--- src/rtl/console_tx_if.sv ---
// Bus bundle between the core's data-memory write port and the console
// transmitter. The core side is the master; the console is the slave.
interface console_tx_if;
  logic        memwrite;
  logic [31:0] dataadr;
  logic [31:0] writedata;
  logic        tx;
  logic        tx_busy;
  logic        fifo_full;
  logic        fifo_empty;
  logic        overflow;

  modport master (
    output memwrite, dataadr, writedata,
    input  tx, tx_busy, fifo_full, fifo_empty, overflow
  );

  modport slave (
    input  memwrite, dataadr, writedata,
    output tx, tx_busy, fifo_full, fifo_empty, overflow
  );
endinterface

--- src/rtl/console_tx.sv ---
// Memory-mapped console output: stores to CONSOLE_ADDR are queued in a
// byte FIFO and shifted out LSB first on an 8N1 UART line.
module console_tx #(
  parameter logic [31:0] CONSOLE_ADDR = 32'h0000_FFFC,
  parameter int unsigned DEPTH        = 16,
  parameter int unsigned CLKS_PER_BIT = 16
) (
  input logic         clk,
  input logic         reset,
  console_tx_if.slave bus
);

  localparam int unsigned PTR_W = $clog2(DEPTH);
  localparam int unsigned CNT_W = PTR_W + 1;
  localparam int unsigned TMR_W = $clog2(CLKS_PER_BIT);
  localparam logic [CNT_W-1:0] FULL_COUNT = CNT_W'(DEPTH);
  localparam logic [TMR_W-1:0] LAST_TICK  = TMR_W'(CLKS_PER_BIT - 1);

  typedef enum logic [1:0] {
    IDLE,
    START,
    DATA,
    STOP
  } state_t;

  state_t           state_q, state_d;
  logic [TMR_W-1:0] timer_q, timer_d;
  logic [2:0]       bitIdx_q, bitIdx_d;
  logic [7:0]       shift_q, shift_d;
  logic             tx_q, tx_d;

  logic [7:0]       mem_q [DEPTH];
  logic [PTR_W-1:0] wrPtr_q, wrPtr_d;
  logic [PTR_W-1:0] rdPtr_q, rdPtr_d;
  logic [CNT_W-1:0] count_q, count_d;
  logic             overflow_q, overflow_d;

  logic pushReq;
  logic pushOk;
  logic pop;
  logic fifoFull;
  logic fifoEmpty;
  logic unusedUpper;

  // Only the low byte of a store reaches the line; the rest is discarded.
  assign unusedUpper = ^bus.writedata[31:8];

  assign fifoFull  = (count_q == FULL_COUNT);
  assign fifoEmpty = (count_q == '0);

  // The serializer takes the head byte whenever it is idle and data waits;
  // that pop frees a slot on the same edge, so a push into a full FIFO
  // still lands when it coincides with a pop.
  assign pop     = (state_q == IDLE) && !fifoEmpty;
  assign pushReq = bus.memwrite && (bus.dataadr == CONSOLE_ADDR);
  assign pushOk  = pushReq && (!fifoFull || pop);

  // FIFO bookkeeping: pointers, occupancy and the sticky drop flag.
  always_comb begin
    wrPtr_d    = wrPtr_q;
    rdPtr_d    = rdPtr_q;
    count_d    = count_q;
    overflow_d = overflow_q;
    if (pushOk) begin
      wrPtr_d = wrPtr_q + PTR_W'(1);
    end
    if (pop) begin
      rdPtr_d = rdPtr_q + PTR_W'(1);
    end
    if (pushOk && !pop) begin
      count_d = count_q + CNT_W'(1);
    end else if (!pushOk && pop) begin
      count_d = count_q - CNT_W'(1);
    end
    if (pushReq && !pushOk) begin
      overflow_d = 1'b1;
    end
  end

  // FIFO storage has no reset; only the pointers define what is valid.
  always_ff @(posedge clk) begin
    if (reset && pushOk) begin
      mem_q[wrPtr_q] <= bus.writedata[7:0];
    end
  end

  // FIFO control registers, flushed by reset.
  always_ff @(posedge clk) begin
    if (!reset) begin
      wrPtr_q    <= '0;
      rdPtr_q    <= '0;
      count_q    <= '0;
      overflow_q <= 1'b0;
    end else begin
      wrPtr_q    <= wrPtr_d;
      rdPtr_q    <= rdPtr_d;
      count_q    <= count_d;
      overflow_q <= overflow_d;
    end
  end

  // Serializer next state; tx is derived from the next state so the line
  // comes straight out of a flop and cannot glitch.
  always_comb begin
    state_d  = state_q;
    timer_d  = timer_q;
    bitIdx_d = bitIdx_q;
    shift_d  = shift_q;
    unique case (state_q)
      IDLE: begin
        if (pop) begin
          shift_d = mem_q[rdPtr_q];
          timer_d = '0;
          state_d = START;
        end
      end
      START: begin
        if (timer_q == LAST_TICK) begin
          timer_d  = '0;
          bitIdx_d = '0;
          state_d  = DATA;
        end else begin
          timer_d = timer_q + TMR_W'(1);
        end
      end
      DATA: begin
        if (timer_q == LAST_TICK) begin
          timer_d = '0;
          shift_d = shift_q >> 1;
          if (bitIdx_q == 3'd7) begin
            state_d = STOP;
          end else begin
            bitIdx_d = bitIdx_q + 3'd1;
          end
        end else begin
          timer_d = timer_q + TMR_W'(1);
        end
      end
      STOP: begin
        if (timer_q == LAST_TICK) begin
          timer_d = '0;
          state_d = IDLE;
        end else begin
          timer_d = timer_q + TMR_W'(1);
        end
      end
      default: state_d = IDLE;
    endcase

    unique case (state_d)
      START:   tx_d = 1'b0;
      DATA:    tx_d = shift_d[0];
      default: tx_d = 1'b1;
    endcase
  end

  // Serializer registers; reset aborts any frame in flight.
  always_ff @(posedge clk) begin
    if (!reset) begin
      state_q  <= IDLE;
      timer_q  <= '0;
      bitIdx_q <= '0;
      shift_q  <= '0;
      tx_q     <= 1'b1;
    end else begin
      state_q  <= state_d;
      timer_q  <= timer_d;
      bitIdx_q <= bitIdx_d;
      shift_q  <= shift_d;
      tx_q     <= tx_d;
    end
  end

  assign bus.tx         = tx_q;
  assign bus.tx_busy    = (state_q != IDLE);
  assign bus.fifo_full  = fifoFull;
  assign bus.fifo_empty = fifoEmpty;
  assign bus.overflow   = overflow_q;

endmodule

--- src/flat_wrapper.sv ---
// flat-port wrapper written by rule: the top's interface ports become plain ports
module console_tx_flat 
#(
  parameter logic [31:0] CONSOLE_ADDR = 32'h0000_FFFC,
  parameter int unsigned DEPTH        = 16,
  parameter int unsigned CLKS_PER_BIT = 16
)
  (clk, reset, bus_memwrite, bus_dataadr, bus_writedata, bus_tx, bus_tx_busy, bus_fifo_full, bus_fifo_empty, bus_overflow);
  console_tx_if bus_i ();
  input logic clk;
  input logic reset;
  input wire logic [$bits(bus_i.memwrite)-1:0] bus_memwrite;
  input wire logic [$bits(bus_i.dataadr)-1:0] bus_dataadr;
  input wire logic [$bits(bus_i.writedata)-1:0] bus_writedata;
  output wire logic [$bits(bus_i.tx)-1:0] bus_tx;
  output wire logic [$bits(bus_i.tx_busy)-1:0] bus_tx_busy;
  output wire logic [$bits(bus_i.fifo_full)-1:0] bus_fifo_full;
  output wire logic [$bits(bus_i.fifo_empty)-1:0] bus_fifo_empty;
  output wire logic [$bits(bus_i.overflow)-1:0] bus_overflow;
  assign bus_i.memwrite = bus_memwrite;
  assign bus_i.dataadr = bus_dataadr;
  assign bus_i.writedata = bus_writedata;
  assign bus_tx = bus_i.tx;
  assign bus_tx_busy = bus_i.tx_busy;
  assign bus_fifo_full = bus_i.fifo_full;
  assign bus_fifo_empty = bus_i.fifo_empty;
  assign bus_overflow = bus_i.overflow;
  console_tx #(.CONSOLE_ADDR(CONSOLE_ADDR), .DEPTH(DEPTH), .CLKS_PER_BIT(CLKS_PER_BIT)) u_core (.clk(clk), .reset(reset), .bus(bus_i));
endmodule
--- config.mk ---
export PLATFORM = sky130hd
export DESIGN_NAME = console_tx_flat
export DESIGN_NICKNAME = d
export VERILOG_FILES = /design/src/rtl/console_tx_if.sv /design/src/rtl/console_tx.sv /design/src/flat_wrapper.sv
export SDC_FILE = /design/constraint.sdc
export NUM_CORES = 1
export LEC_CHECK = 0
export ABC_CLOCK_PERIOD_IN_PS = 4550
export BUFFER_PORTS_ARGS = -buffer_cell sky130_fd_sc_hd__buf_4
export CAP_MARGIN = 20
export CORE_UTILIZATION = 50
export CTS_BUF_LIST = sky130_fd_sc_hd__clkbuf_4
export DETAILED_ROUTE_END_ITERATION = 10
export GPL_TIMING_DRIVEN = 0
export PLACE_DENSITY = 0.74
export REMOVE_ABC_BUFFERS = 1
export SLEW_MARGIN = 25
export SYNTH_ARGS = -nofsm -noshare
export SYNTH_HDL_FRONTEND = slang
export SYNTH_SLANG_ARGS = --single-unit
export TNS_END_PERCENT = 10
--- constraint.sdc ---
create_clock -name clk -period 4.55 [get_ports clk]
set_input_delay 0.6825 -clock clk [delete_from_list [all_inputs] [get_ports clk]]
set_output_delay 0.6825 -clock clk [all_outputs]
set_load 0.1 [all_outputs]
# == Word level (Yosys, flattened, before mapping) ==
# Memories as Yosys holds them, arrays and structs flattened. A register that Yosys moved wholly into a read port is not among the register bits.
# Cells that the tools add are included.
# classes
mux,23
n_eq_ne,13
n_addsub,6
bitwise_logic,0
reduce_logical,21
n_shift,0
order_cmp,0
mul,0
div_mod_pow,0
# ops
op,count
"== test 32 x 16 -> 1 bit, second input constant",1
2-to-1 mux 4 bit,4
2-to-1 mux 8 bit,2
one-hot mux 8 bit (2 select lines),1
"adder 4 x 1 -> 4 bit, second input constant",3
2-to-1 mux 2 bit,5
2-to-1 mux 5 bit,2
2-to-1 mux 3 bit,3
one-hot mux 2 bit (4 select lines),1
one-hot mux 4 bit (2 select lines),1
nonzero test 2 bit,4
logical AND 1 bit,7
"== test 2 bit, second input constant",3
"!= test 2 x 1 -> 1 bit, second input constant",3
one-hot mux 3 bit (2 select lines),1
"adder 5 x 1 -> 5 bit, second input constant",1
"== test 5 bit, second input constant",1
zero test 5 bit,1
"subtractor 5 x 1 -> 5 bit, second input constant",1
"== test 2 x 1 -> 1 bit, second input constant",2
"== test 4 bit, second input constant",1
zero test 1 bit,4
AND reduction 4 bit,1
"adder 3 x 1 -> 3 bit, second input constant",1
8 further kinds,9
# totals
n_memories,1
ram_bits,128
ff_bits,32
latch_bits,0
output_inout_bits,5
in_bits,67
mem_bits_ro,0
elab_cells,74
# memory_table
name,depth,word_bits,rd,rd_clocked_by_memory_dff,wr,line_no,text
u_core.mem_q,16,8,1,1,1,console_tx.sv:32,logic [7:0] mem_q [DEPTH];

# == Longest topological paths before layout ==
# Gate-level depths: netlist of run 1.
# logic_depth
word_depth,9
depth_mapped,13
depth_no_buf,11

# == Least setup slack after synthesis of run 1 ==
# No wires, ideal clock.
# synth_path
path_type,input to register
from,input bus_dataadr[29]
to,register u_core.count_q[4]
required_ns,4.478
stages,12
path_buffers,1
setup_time_ns,0.072
path_slack_ns,1.152
arrival_time_ns,3.327
path_cell_list,or4_4 > nor4_4 > nand4b_2 > buf_2 > inv_2 > ha_1 > inv_1 > fa_1 > a21o_1 > a21oi_1 > mux2i_1 > mux2i_1
# synth_via
elab_chain_cells,6
word_cells_on_any_way,8
classes_between,eq/ne: 1; mux: 1; reduce/logical: 6
# synth_rtl
item,line_no,text
start: declaration,flat_wrapper.sv:13,input wire logic [$bits(bus_i.dataadr)-1:0] bus_dataadr;
== test 32 x 16 -> 1 bit (*),console_tx.sv:55,assign pushReq = bus.memwrite && (bus.dataadr == CONSOLE_ADDR);
logical AND 1 bit (*),console_tx.sv:55,
logical AND 1 bit (*),console_tx.sv:56,assign pushOk = pushReq && (!fifoFull || pop);
zero test 1 bit,console_tx.sv:72,end else if (!pushOk && pop) begin
logical AND 1 bit,console_tx.sv:72,
nonzero test 2 bit (no line),-,
end signal: assignment,console_tx.sv:97,count_q <= count_d;
end: declaration,console_tx.sv:35,"logic [CNT_W-1:0] count_q, count_d;"
# Every way passes the cells marked *; elsewhere a longest branch is shown, timed or not.
# A chain may end at the register's enable or synchronous reset.

# == Worst setup path in the final report of run 1 ==
# layout_path
from,register u_core.count_q[0]
to,register u_core.count_q[4]
# layout_via
elab_chain_cells,8
word_cells_on_any_way,16
classes_between,add/sub: 2; eq/ne: 1; mux: 2; reduce/logical: 11
# layout_rtl
item
branches (longest 8 deep; another with subtractor 5 x 1 -> 5 bit)
# Parallel ways; which one is timed is not known. The select of a mux whose other input is x is not followed.

==> results of run 1 <==
-- critical path: stages, from the launching register on --
cell and delay (ps):
dfxtp_1 390, or4_1 790, nor2_1 260, nand4b_2 490
inv_2 50, ha_1 200, inv_1 160, ha_1 290
a21o_1 180, a21oi_1 170, mux2i_1 250, mux2i_1 210
-- power breakdown --
part | internal [mW] | total, mW | switching (mW)
Combinational | 0.301 | 0.754 | 0.453
Sequential | 1.69 | 1.81 | 0.125
Clock | 0.338 | 0.867 | 0.529
-- layout make-up --
type	instances	area [um2]
tap	180	225
clock inverter	13	149
clock buffer	18	135
multi-input combinational	267	2430
timing repair buffer	54	408
sequential	164	4570
inverter	15	56.3
antenna	1	2.50
fill	1047	5850
-- metrics by stage --
step | power (mW) | setup WS, ps | cells
2_1_floorplan | 2.38 | 1170 | 446
3_3_place_gp | 2.58 | 274 | 673
3_5_place_dp | 2.60 | 536 | 680
4_1_cts | 3.46 | 1010 | 711
5_1_grt | 3.59 | 796 | 712
6_report | 3.43 | 1030 | 712
-- placed cells by master (no fill, tap or decap), types with 4 or more instances in the layout --
| cell | count |
|---|---|
| a21oi_1 | 17 |
| buf_2 | 4 |
| buf_4 | 49 |
| clkbuf_4 | 18 |
| clkinvlp_4 | 4 |
| dfxtp_1 | 33 |
| edfxtp_1 | 128 |
| ha_1 | 12 |
| inv_1 | 11 |
| inv_2 | 4 |
| inv_6 | 4 |
| mux2i_1 | 29 |
| mux4_2 | 29 |
| nand2_1 | 30 |
| nand3_1 | 9 |
| nand4_1 | 4 |
| nand4b_1 | 7 |
| nor2_1 | 24 |
| nor2b_1 | 4 |
| nor3_1 | 4 |
| nor3_2 | 14 |
| nor4_2 | 6 |
| o221ai_1 | 6 |
| o22ai_1 | 7 |
| or2_1 | 5 |
| xor2_1 | 4 |
-- worst paths after layout --
check        slack (ps)                        startpoint                          endpoint  cells past startpoint
max reg2reg        1030    u_core.count_q[0]$_SDFFE_PN0P_    u_core.count_q[4]$_SDFFE_PN0P_                     11
min                 420                  bus_writedata[6]     u_core.mem_q[10][6]$_DFFE_PP_                      1
max                1030    u_core.count_q[0]$_SDFFE_PN0P_    u_core.count_q[4]$_SDFFE_PN0P_                     11
min reg2reg         460  u_core.bus.overflow$_SDFFE_PN0P_  u_core.bus.overflow$_SDFFE_PN0P_                      2
-- metal layers --
layer,GRT usage [%],vias to the layer above
met5,0,-
met4,5.86,0
met3,5.36,17
met2,35.3,133
met1,27.2,2121
li1,-,1945
-- flip-flops by register name (all words and copies together) (netlist names), named ones only --
name	flops
u_core.count_q	5
u_core.bitIdx_q	3
u_core.bus.overflow	1
u_core.state_q	2
u_core.rdPtr_q	4
u_core.timer_q	4
u_core.wrPtr_q	4
u_core.mem_q	128
u_core.shift_q	8
u_core.bus.tx	1
-- cells by family (layout without fill, tap and decap cells) --
| kind of cell | Yosys count | count (layout) | synth area share (%) |
|---|---|---|---|
| compound gates | 56 | 56 | 5.62 |
| xor+xnor | 7 | 7 | 0.865 |
| fa+ha+maj | 13 | 13 | 2.40 |
| buf+inv | 38 | 100 | 2.44 |
| flops | 164 | 164 | 64.4 |
| mux | 59 | 59 | 13.5 |
| other cells | 0 | 1 | 0 |
| simple gates | 132 | 132 | 10.8 |
==> metrics.txt, run 1 <==
Core Util, Final 57.7%; routed vias/inst 5.92; Core ar. around 0.014 mm2; setup TNS 0 ps; Die X between 100 and 150 um; Power Density between 400 and 500 mW/mm2; Clk pin slew, worst setup/hold paths roughly 150 ps; max-slew violations 0; commonest cells in the synthesized netlist edfxtp_1 (128), dfxtp_1 (36), nand2_1 (30), mux2i_1 (29), mux4_2 (29); final period utilization between 70% and 80%; endpoints failing setup 0; Final Instance Area around 0.008 mm2; Root Buffer clkbuf_4; drt pass-1 iters 8; gr usage total around a fifth; asr flop ratio synth 0%; MaxCap Viol Count 0; Final Hold Vio Count 0; share of layout cells above drive strength 1 about 28%; Rows 43; final wirelength around 14 mm; EDFF count, synth about 130; dpl hpwl 9.40 mm; CP Capture Type flop; number of remaining DRC errors 0; Max Used Layer met4; DR WL/cell between 15 and 20 um; clock sink total roughly 160; I/O pin cnt 72; Met3 Wirelength 859 um; Hold Worst Slack 422 ps; DR vias between 4000 and 5000; Die H about 120 um; CP required 5030 ps; Num CTS Buffers 17; initial antenna violation count 1; clock buffer depth 2; synthesized area 0.00709 mm2; critical path type reg -> reg; cell taking the most area after synthesis edfxtp_1; Metal-1 WL ~5.9 mm; Synthesis Warnings 0; Slew HR 39.1%; Peak Freq approximately 0.28 GHz; Final #Nets between 500 and 600; global-route wire length before repair 22.5 mm; Detail Route Antenna Nets 0; Slew @ Worst Pin just over 900 ps; Initial Utilization 51.2%; Synth top area share a little over half; PortBufs between 40 and 50; # H-tree levels 4; total die area approximately 0.015 mm2; Worst VDD drop 295 uV; placer congestion estimate 0.769; worst hold path class in -> reg; synth top area cells edfxtp_1 (54%), dfxtp_1 (10%), mux4_2 (9.2%); most instantiated library cell after synthesis edfxtp_1; CP Launch Type flop; Area growth, synth to finish 12.6%; RSZ-0062 raised after global routing false; LEAKAGE 2.62 nW; grt total ovfl 0; CTS Hold Bufs 0; post-route clock skew 25.7 ps; Clk Latency, worst-skew pair ~560 ps; # Post-CTS Setup Buffers 0; Resized Gates After CTS 0; ys flop type edfxtp_1; syn_area_per_cell ~15 um2; CTS tree yes; Post-Synthesis Cells approximately 470; maximum number of pins on one net before global-route repair 29; fin crit period ~3500 ps; Placement Cell Area between 0.007 and 0.008 mm2; CP max FO 17; Seq cells post-synth ~160; count of cell types in the netlist 64; vias in the first global route ~4300; status completed; post-synthesis sequential area ratio between 60% and 70%; WP data arrival 4000 ps; met2 routed WL 7.19 mm; Initial DRC Count 385
Note: power is estimated with default switching activity, not from simulation.
==> inputs of run 2 (changes only) <==
--- a/config.mk
+++ b/config.mk
@@ -5,14 +5,14 @@
 export SDC_FILE = /design/constraint.sdc
 export NUM_CORES = 1
 export LEC_CHECK = 0
-export ABC_CLOCK_PERIOD_IN_PS = 4550
+export ABC_CLOCK_PERIOD_IN_PS = 3100
 export BUFFER_PORTS_ARGS = -buffer_cell sky130_fd_sc_hd__buf_4
 export CAP_MARGIN = 20
 export CORE_UTILIZATION = 50
 export CTS_BUF_LIST = sky130_fd_sc_hd__clkbuf_4
 export DETAILED_ROUTE_END_ITERATION = 10
 export GPL_TIMING_DRIVEN = 0
-export PLACE_DENSITY = 0.74
+export PLACE_DENSITY = 0.77
 export REMOVE_ABC_BUFFERS = 1
 export SLEW_MARGIN = 25
 export SYNTH_ARGS = -nofsm -noshare
==> constraint.sdc (replaced) <==
create_clock -name clk -period 3.1 [get_ports clk]
set_input_delay 0.465 -clock clk [delete_from_list [all_inputs] [get_ports clk]]
set_output_delay 0.465 -clock clk [all_outputs]
set_load 0.1 [all_outputs]
==> metrics.txt, run 2 (synthesized netlist as in run 1, its figures left out) <==
Stages on worst setup path 11 (unchanged); CP required 3570 ps (was 5030 ps); Final Hold Vio Count 0 (unchanged); Num CTS Buffers 17 (unchanged); largest stage delay on the critical path 640 ps (was 790 ps); final period utilization 94.7% (was 77.3%); dpl hpwl 9.59 mm (was 9.40 mm); clock buffer depth 2 (unchanged); CTS Hold Bufs 0 (unchanged); R2R Path End u_core.count_q[4]$_SDFFE_PN0P_ (unchanged); Core Util, Final 58.4% (was 57.7%); MaxCap Viol Count 0 (unchanged); endpoints failing setup 0 (unchanged); WP data arrival 3410 ps (was 4000 ps); status completed (unchanged); Clk pin slew, worst setup/hold paths 150 ps (about the same); Largest Register u_core.mem_q (unchanged); Power Density 645 mW/mm2 (was 430 mW/mm2); DR vias 4219 (was 4216); DR WL/cell 19.7 um (about the same); RSZ-0062 raised after global routing false (unchanged); grt total ovfl 0 (unchanged); crit path buf inv count 2 (unchanged); LEAKAGE 2.69 nW (was 2.62 nW); CP top delay family simple AND/OR/NAND/NOR gates (unchanged); Detail Route Antenna Nets 0 (unchanged); Placement Cell Area 0.00772 mm2 (was 0.00769 mm2); Peak Freq 0.340 GHz (was 0.284 GHz); biggest regs u_core.mem_q: 128 flops, u_core.shift_q: 8 flops, u_core.count_q: 5 flops (unchanged); drt pass-1 iters 7 (was 8); flop-to-flop setup slack 160 ps (was 1030 ps); Die X 121 um (unchanged); vias in the first global route 4259 (was 4293); max reg flops 128 (unchanged); r2r worst-path depth 11 (unchanged); Final #Nets 602 (was 599); CP max FO 11 (was 17); initial antenna violation count 0 (was 1); clock sink total 164 (unchanged); placer congestion estimate 0.808 (was 0.769); Worst Min Path Start bus_writedata[7] (was bus_writedata[6]); CP Launch Type flop (unchanged); final wirelength 14.1 mm (was 14.0 mm); master of the slowest instance on the critical path or4_4 (was or4_1); most frequent cells in the layout edfxtp_1 (128), buf_4 (51), dfxtp_1 (32) (was edfxtp_1 (128), buf_4 (49), dfxtp_1 (33)); Core ar. 0.0138 mm2 (unchanged); CP cell instances or4_4 -> nor2_1 -> nand4b_4 -> inv_2 -> ha_1 -> inv_1 -> ha_1 -> a21o_1 -> a21oi_1 -> mux2i_1 -> mux2i_1 (was or4_1 -> nor2_1 -> nand4b_2 -> inv_2 -> ha_1 -> inv_1 -> ha_1 -> a21o_1 -> a21oi_1 -> mux2i_1 -> mux2i_1); Hold Path Sink u_core.mem_q[3][7]$_DFFE_PP_ (was u_core.mem_q[10][6]$_DFFE_PP_); max-slew violations 0 (unchanged); Worst VDD drop 387 uV (was 295 uV); Final Instance Area 0.00808 mm2 (was 0.00798 mm2); worst hold path cell count 1 (unchanged); area of the multi-input gates 0.00245 mm2 (was 0.00243 mm2); worst r2r src u_core.count_q[1]$_SDFFE_PN0P_ (was u_core.count_q[0]$_SDFFE_PN0P_); PortBufs 47 (unchanged); routed vias/inst 5.90 (was 5.92); Root Buffer clkbuf_4 (unchanged); Seq. cell area 0.00457 mm2 (about the same); CTS tree yes (unchanged); share of layout cells above drive strength 1 29.2% (was 28.2%); Non-Filler Instances 715 (was 712); Clk Latency, worst-skew pair 550 ps (was 560 ps); Rows 43 (unchanged); number of remaining DRC errors 0 (unchanged); # H-tree levels 4 (unchanged); maximum number of pins on one net before global-route repair 29 (unchanged); Initial Utilization 51.2% (unchanged); most common cell after layout, fill and taps aside edfxtp_1 (unchanged); placed cells 682 (was 680); Hold Worst Slack 220 ps (was 422 ps); Slew @ Worst Pin 856 ps (was 909 ps); post-route clock skew 30.0 ps (was 25.7 ps); I/O pin cnt 72 (unchanged); n_diodes 0 (was 1); global-route wire length before repair 22.3 mm (was 22.5 mm); Area growth, synth to finish 14.0% (was 12.6%); Initial DRC Count 336 (was 385); fin crit period 2940 ps (was 3520 ps); CP Capture Type flop (unchanged); Slew HR 42.9% (was 39.1%); Die H 121 um (unchanged); total die area 0.0147 mm2 (unchanged); critical path type reg -> reg (unchanged); worst hold path class in -> reg (unchanged); fill count 1030 (was 1047); gr usage total 20.8% (was 21.1%)
[run 2: changes by cell type in the layout (fill, tap and decap cells not counted), sizes merged]
cell,previous run,this run
buf,54,57
inv,20,18
diode,1,0
bufinv,2,4
clkbuf,18,20
clkinv,2,4
clkinvlp,4,1
[run 2: worst max path at each step]
stage | start | to
after floorplan | bus_dataadr[29] | u_core.count_q[4]$_SDFFE_PN0P_
after global placement | bus_dataadr[29] | u_core.mem_q[1][3]$_DFFE_PP_
after detailed placement | bus_dataadr[29] | u_core.count_q[4]$_SDFFE_PN0P_
after CTS | u_core.state_q[1]$_SDFF_PN0_ | u_core.count_q[4]$_SDFFE_PN0P_
after global routing | u_core.count_q[1]$_SDFFE_PN0P_ | u_core.count_q[4]$_SDFFE_PN0P_
final | u_core.count_q[1]$_SDFFE_PN0P_ | u_core.count_q[4]$_SDFFE_PN0P_
[run 2: where the power goes]
group	switching (mW)	total (mW)	internal, mW
logic	0.716	1.19	0.474
clock network	0.728	1.40	0.673
registers	0.143	2.62	2.48
total	1.59	5.21	3.62
[run 2: worst reg2reg max path, delay by kind of cell (launching register included)]
kind                       cells  cell delay (ps)
AOI/OAI and AO/OA              2              360
muxes                          2              460
buffers and inverters          2              190
and+or+nand+nor                3             1000
DFF                            1              390
adders and majority gates      2              480
[run 2: area by class of cell]
type / instances / area share, %
Inverter: 15 / 0.697
Tap cell: 180 / 2.79
Sequential cell: 164 / 56.6
Clock buffer: 20 / 1.86
Multi-Input combinational cell: 267 / 30.4
Timing Repair Buffer: 57 / 5.48
Clock inverter: 12 / 2.20
[run 2: per-stage QoR]
step / setup TNS [ps] / worst slack [ps] / power, mW
floorplan: -58.0 / -58.0 / 3.50
global placement: -67430 / -862 / 3.77
detailed placement: -25100 / -687 / 3.83
CTS: 0 / 93.5 / 5.23
global route: 0 / 20.8 / 5.43
finish: 0 / 163 / 5.21
[run 2: what timing repair did]
item                                    in CTS  in global routing
gates resized for setup                      4                  1
buffers inserted                             1                  0
pin swaps                                    0                  1
endpoints found under the setup margin       8                  1
[run 2: per-layer routing]
layer  track usage, %  part of all wire, %  vias to the layer above
met5                0                    0                        -
met4             8.49                  2.2                        0
met3             4.93                  4.8                       23
met2             34.6                   50                      130
met1             26.3                   43                     2117
li1                 -                    -                     1949
==> inputs of run 3 (changes only) <==
--- a/config.mk
+++ b/config.mk
@@ -5,13 +5,13 @@
 export SDC_FILE = /design/constraint.sdc
 export NUM_CORES = 1
 export LEC_CHECK = 0
+export ABC_AREA = 1
 export ABC_CLOCK_PERIOD_IN_PS = 3100
 export BUFFER_PORTS_ARGS = -buffer_cell sky130_fd_sc_hd__buf_4
 export CAP_MARGIN = 20
 export CORE_UTILIZATION = 50
 export CTS_BUF_LIST = sky130_fd_sc_hd__clkbuf_4
 export DETAILED_ROUTE_END_ITERATION = 10
-export GPL_TIMING_DRIVEN = 0
 export PLACE_DENSITY = 0.77
 export REMOVE_ABC_BUFFERS = 1
 export SLEW_MARGIN = 25
==> metrics.txt, run 3 <==
post-synthesis sequential area ratio 63.6% (was 64.4%); Worst VDD drop 343 uV (was 387 uV); worst hold path class in -> reg (unchanged); Final Hold Vio Count 0 (unchanged); Sw Ratio 38.0% (was 30.5%); Synth top area share 53.6% (was 54.2%); setup ws final 489 ps (was 163 ps); Root Buffer clkbuf_4 (unchanged); Clk Latency, worst-skew pair 570 ps (was 550 ps); PortBufs 47 (unchanged); pre-CTS setup slack 244 ps (was -687 ps); Detail Route Antenna Nets 0 (unchanged); setup TNS 0 ps (unchanged); maximum number of pins on one net before global-route repair 56 (was 29); EDFF count, synth 128 (unchanged); Largest Register u_core.mem_q (unchanged); Hold Worst Slack 208 ps (was 220 ps); Peak Freq 0.383 GHz (was 0.340 GHz); Synthesis Warnings 0 (unchanged); clock power share 21.0% (was 26.9%); Seq cells post-synth 164 (unchanged); CP required 3610 ps (was 3570 ps); Resized Gates After CTS 0 (was 4); final period utilization 84.2% (was 94.7%); area of the multi-input gates 0.00218 mm2 (was 0.00245 mm2); count of cell types in the netlist 31 (was 64); Metal-1 WL 6.36 mm (was 6.09 mm); post-route clock skew 25.1 ps (was 30.0 ps); Die X 122 um (was 121 um); CP Capture Type flop (unchanged); placer congestion estimate 0.820 (was 0.808); gr usage total 22.5% (was 20.8%); Final #Nets 858 (was 602); commonest cells in the synthesized netlist nand2_1 (142), nor2_1 (129), edfxtp_1 (128), inv_1 (63), nand3_1 (58) (was edfxtp_1 (128), dfxtp_1 (36), nand2_1 (30), mux2i_1 (29), mux4_2 (29)); Die H 122 um (was 121 um); grt total ovfl 0 (unchanged); clock sink total 164 (unchanged); asr flop ratio synth 0% (unchanged); Initial DRC Count 461 (was 336); max-slew violations 0 (unchanged); dpl hpwl 10.1 mm (was 9.59 mm); Initial Utilization 51.5% (was 51.2%); Post-Synthesis Cells 722 (was 469); Core ar. 0.0139 mm2 (was 0.0138 mm2); synth top area cells edfxtp_1 (54%), dfxtp_1 (10%), nand2_1 (7.4%) (was edfxtp_1 (54%), dfxtp_1 (10%), mux4_2 (9.2%)); syn_area_per_cell 9.94 um2 (was 15.1 um2); I/O pin cnt 72 (unchanged); MaxCap Viol Count 0 (unchanged); Clk pin slew, worst setup/hold paths 150 ps (about the same); Int Pwr 3.44 mW (was 3.62 mW); Rows 43 (unchanged); RSZ-0062 raised after global routing false (unchanged); number of remaining DRC errors 0 (unchanged); routed vias/inst 5.38 (was 5.90); share of layout cells above drive strength 1 13.1% (was 29.2%); total die area 0.0148 mm2 (was 0.0147 mm2); Core Util, Final 57.3% (was 58.4%); most frequent cells in the layout nand2_1 (142), nor2_1 (129), edfxtp_1 (128) (was edfxtp_1 (128), buf_4 (51), dfxtp_1 (32)); drt pass-1 iters 6 (was 7); Num CTS Buffers 17 (unchanged); most common cell after layout, fill and taps aside nand2_1 (was edfxtp_1); global-route wire length before repair 25.1 mm (was 22.3 mm); Area growth, synth to finish 11.4% (was 14.0%); fill count 1115 (was 1030); ys flop type edfxtp_1 (unchanged); CP Launch Type flop (unchanged); Max Used Layer met4 (unchanged); Slew @ Worst Pin 656 ps (was 856 ps); Seq pwr share 46.5% (was 50.3%); vias in the first global route 5211 (was 4259); # H-tree levels 4 (unchanged); largest stage delay on the critical path 420 ps (was 640 ps); max reg flops 128 (unchanged); CP cell instances nor2_1 -> inv_1 -> nand2_1 -> nor3b_1 -> ha_1 -> inv_1 -> fa_1 -> a21o_1 -> a21oi_1 -> nor2_1 -> nor2_1 -> nand2_1 -> nand2_1 -> nand2_1 -> nor2_1 (was or4_4 -> nor2_1 -> nand4b_4 -> inv_2 -> ha_1 -> inv_1 -> ha_1 -> a21o_1 -> a21oi_1 -> mux2i_1 -> mux2i_1); Sw Pwr 2.10 mW (was 1.59 mW); most instantiated library cell after synthesis nand2_1 (was edfxtp_1); final wirelength 15.6 mm (was 14.1 mm); synthesized area 0.00717 mm2 (was 0.00709 mm2); met2 routed WL 7.83 mm (was 7.04 mm); LEAKAGE 3.08 nW (was 2.69 nW); Comb pwr share 32.5% (was 22.8%); initial antenna violation count 0 (unchanged); Slew HR 56.2% (was 42.9%); Met3 Wirelength 1.07 mm (was 680 um); biggest regs u_core.mem_q: 128 flops, u_core.shift_q: 8 flops, u_core.count_q: 5 flops (unchanged); CTS Hold Bufs 0 (unchanged); CTS tree yes (unchanged); Seq. cell area 0.00457 mm2 (about the same); WP data arrival 3120 ps (was 3410 ps); fin crit period 2610 ps (was 2940 ps); endpoints failing setup 0 (unchanged); clock buffer depth 2 (unchanged); status completed (unchanged); cell taking the most area after synthesis edfxtp_1 (unchanged); DR WL/cell 16.1 um (was 19.7 um); n_diodes 0 (unchanged); DR vias 5221 (was 4219); CP max FO 7 (was 11); critical path type reg -> reg (unchanged); Power Density 693 mW/mm2 (was 645 mW/mm2); master of the slowest instance on the critical path fa_1 (was or4_4); # Post-CTS Setup Buffers 0 (was 1)
run 3: cells by family (layout without fill, tap and decap cells):
group / count (synthesis) / after routing / share of synthesized area, %
AO/OA/AOI/OAI: 92 / 92 / 7.22
XOR/XNOR: 7 / 7 / 0.855
adder cells (fa/ha/maj): 13 / 13 / 2.37
buffers and inverters: 97 / 166 / 5.97
flip-flops: 164 / 164 / 63.6
AND/OR/NAND/NOR: 349 / 349 / 20.0
run 3: worst paths after layout:
| kind | from | to | slack [ps] | depth (start not counted) |
|---|---|---|---|---|
| setup / recovery | u_core.state_q[0]$_SDFF_PN0_ | u_core.count_q[4]$_SDFFE_PN0P_ | 490 | 15 |
| hold / removal | reset | u_core.bus.tx$_SDFF_PN1_ | 210 | 2 |
| setup reg to reg | u_core.state_q[0]$_SDFF_PN0_ | u_core.count_q[4]$_SDFFE_PN0P_ | 490 | 15 |
| hold reg to reg | u_core.bus.overflow$_SDFFE_PN0P_ | u_core.bus.overflow$_SDFFE_PN0P_ | 490 | 1 |
run 3: cell type report:
| cell class | count | share of cell area, % |
|---|---|---|
| clock inverters | 15 | 1.64 |
| multi-input cells | 461 | 27.3 |
| clock buffers | 17 | 1.60 |
| flip-flops and latches | 164 | 57.1 |
| inverters | 67 | 3.21 |
| repair buffers | 67 | 6.30 |
| well taps | 180 | 2.82 |
run 3: per-stage QoR:
stage	cell area [um2]	std cells	total power, mW
2_1_floorplan	7000	692	3.89
3_3_place_gp	7730	939	4.33
3_5_place_dp	7730	939	4.41
4_1_cts	7990	971	5.55
5_1_grt	7990	971	5.87
6_report	7990	971	5.54
run 3: critical path: cells and delay by family (launching register included):
family                   cells  cell delay [ps]
AND/OR/NAND/NOR              9              920
adder cells (fa/ha/maj)      2              640
flip-flops                   1              380
AO/OA/AOI/OAI                2              350
buffers and inverters        2              270
run 3: power by group through the flow:
stage	Clock, mW	Combinational [mW]	Sequential, mW
global route	1.27	2.01	2.59
floorplan	0	1.16	2.73
finish	1.16	1.80	2.58
detailed placement	0	1.78	2.63
CTS	1.18	1.79	2.58
global placement	0	1.71	2.62
run 3: routing by layer:
metal	up-vias	GRT usage, %
met5	-	0
met4	0	9.72
met3	29	4.96
met2	195	38.6
met1	2449	27.3
li1	2548	-
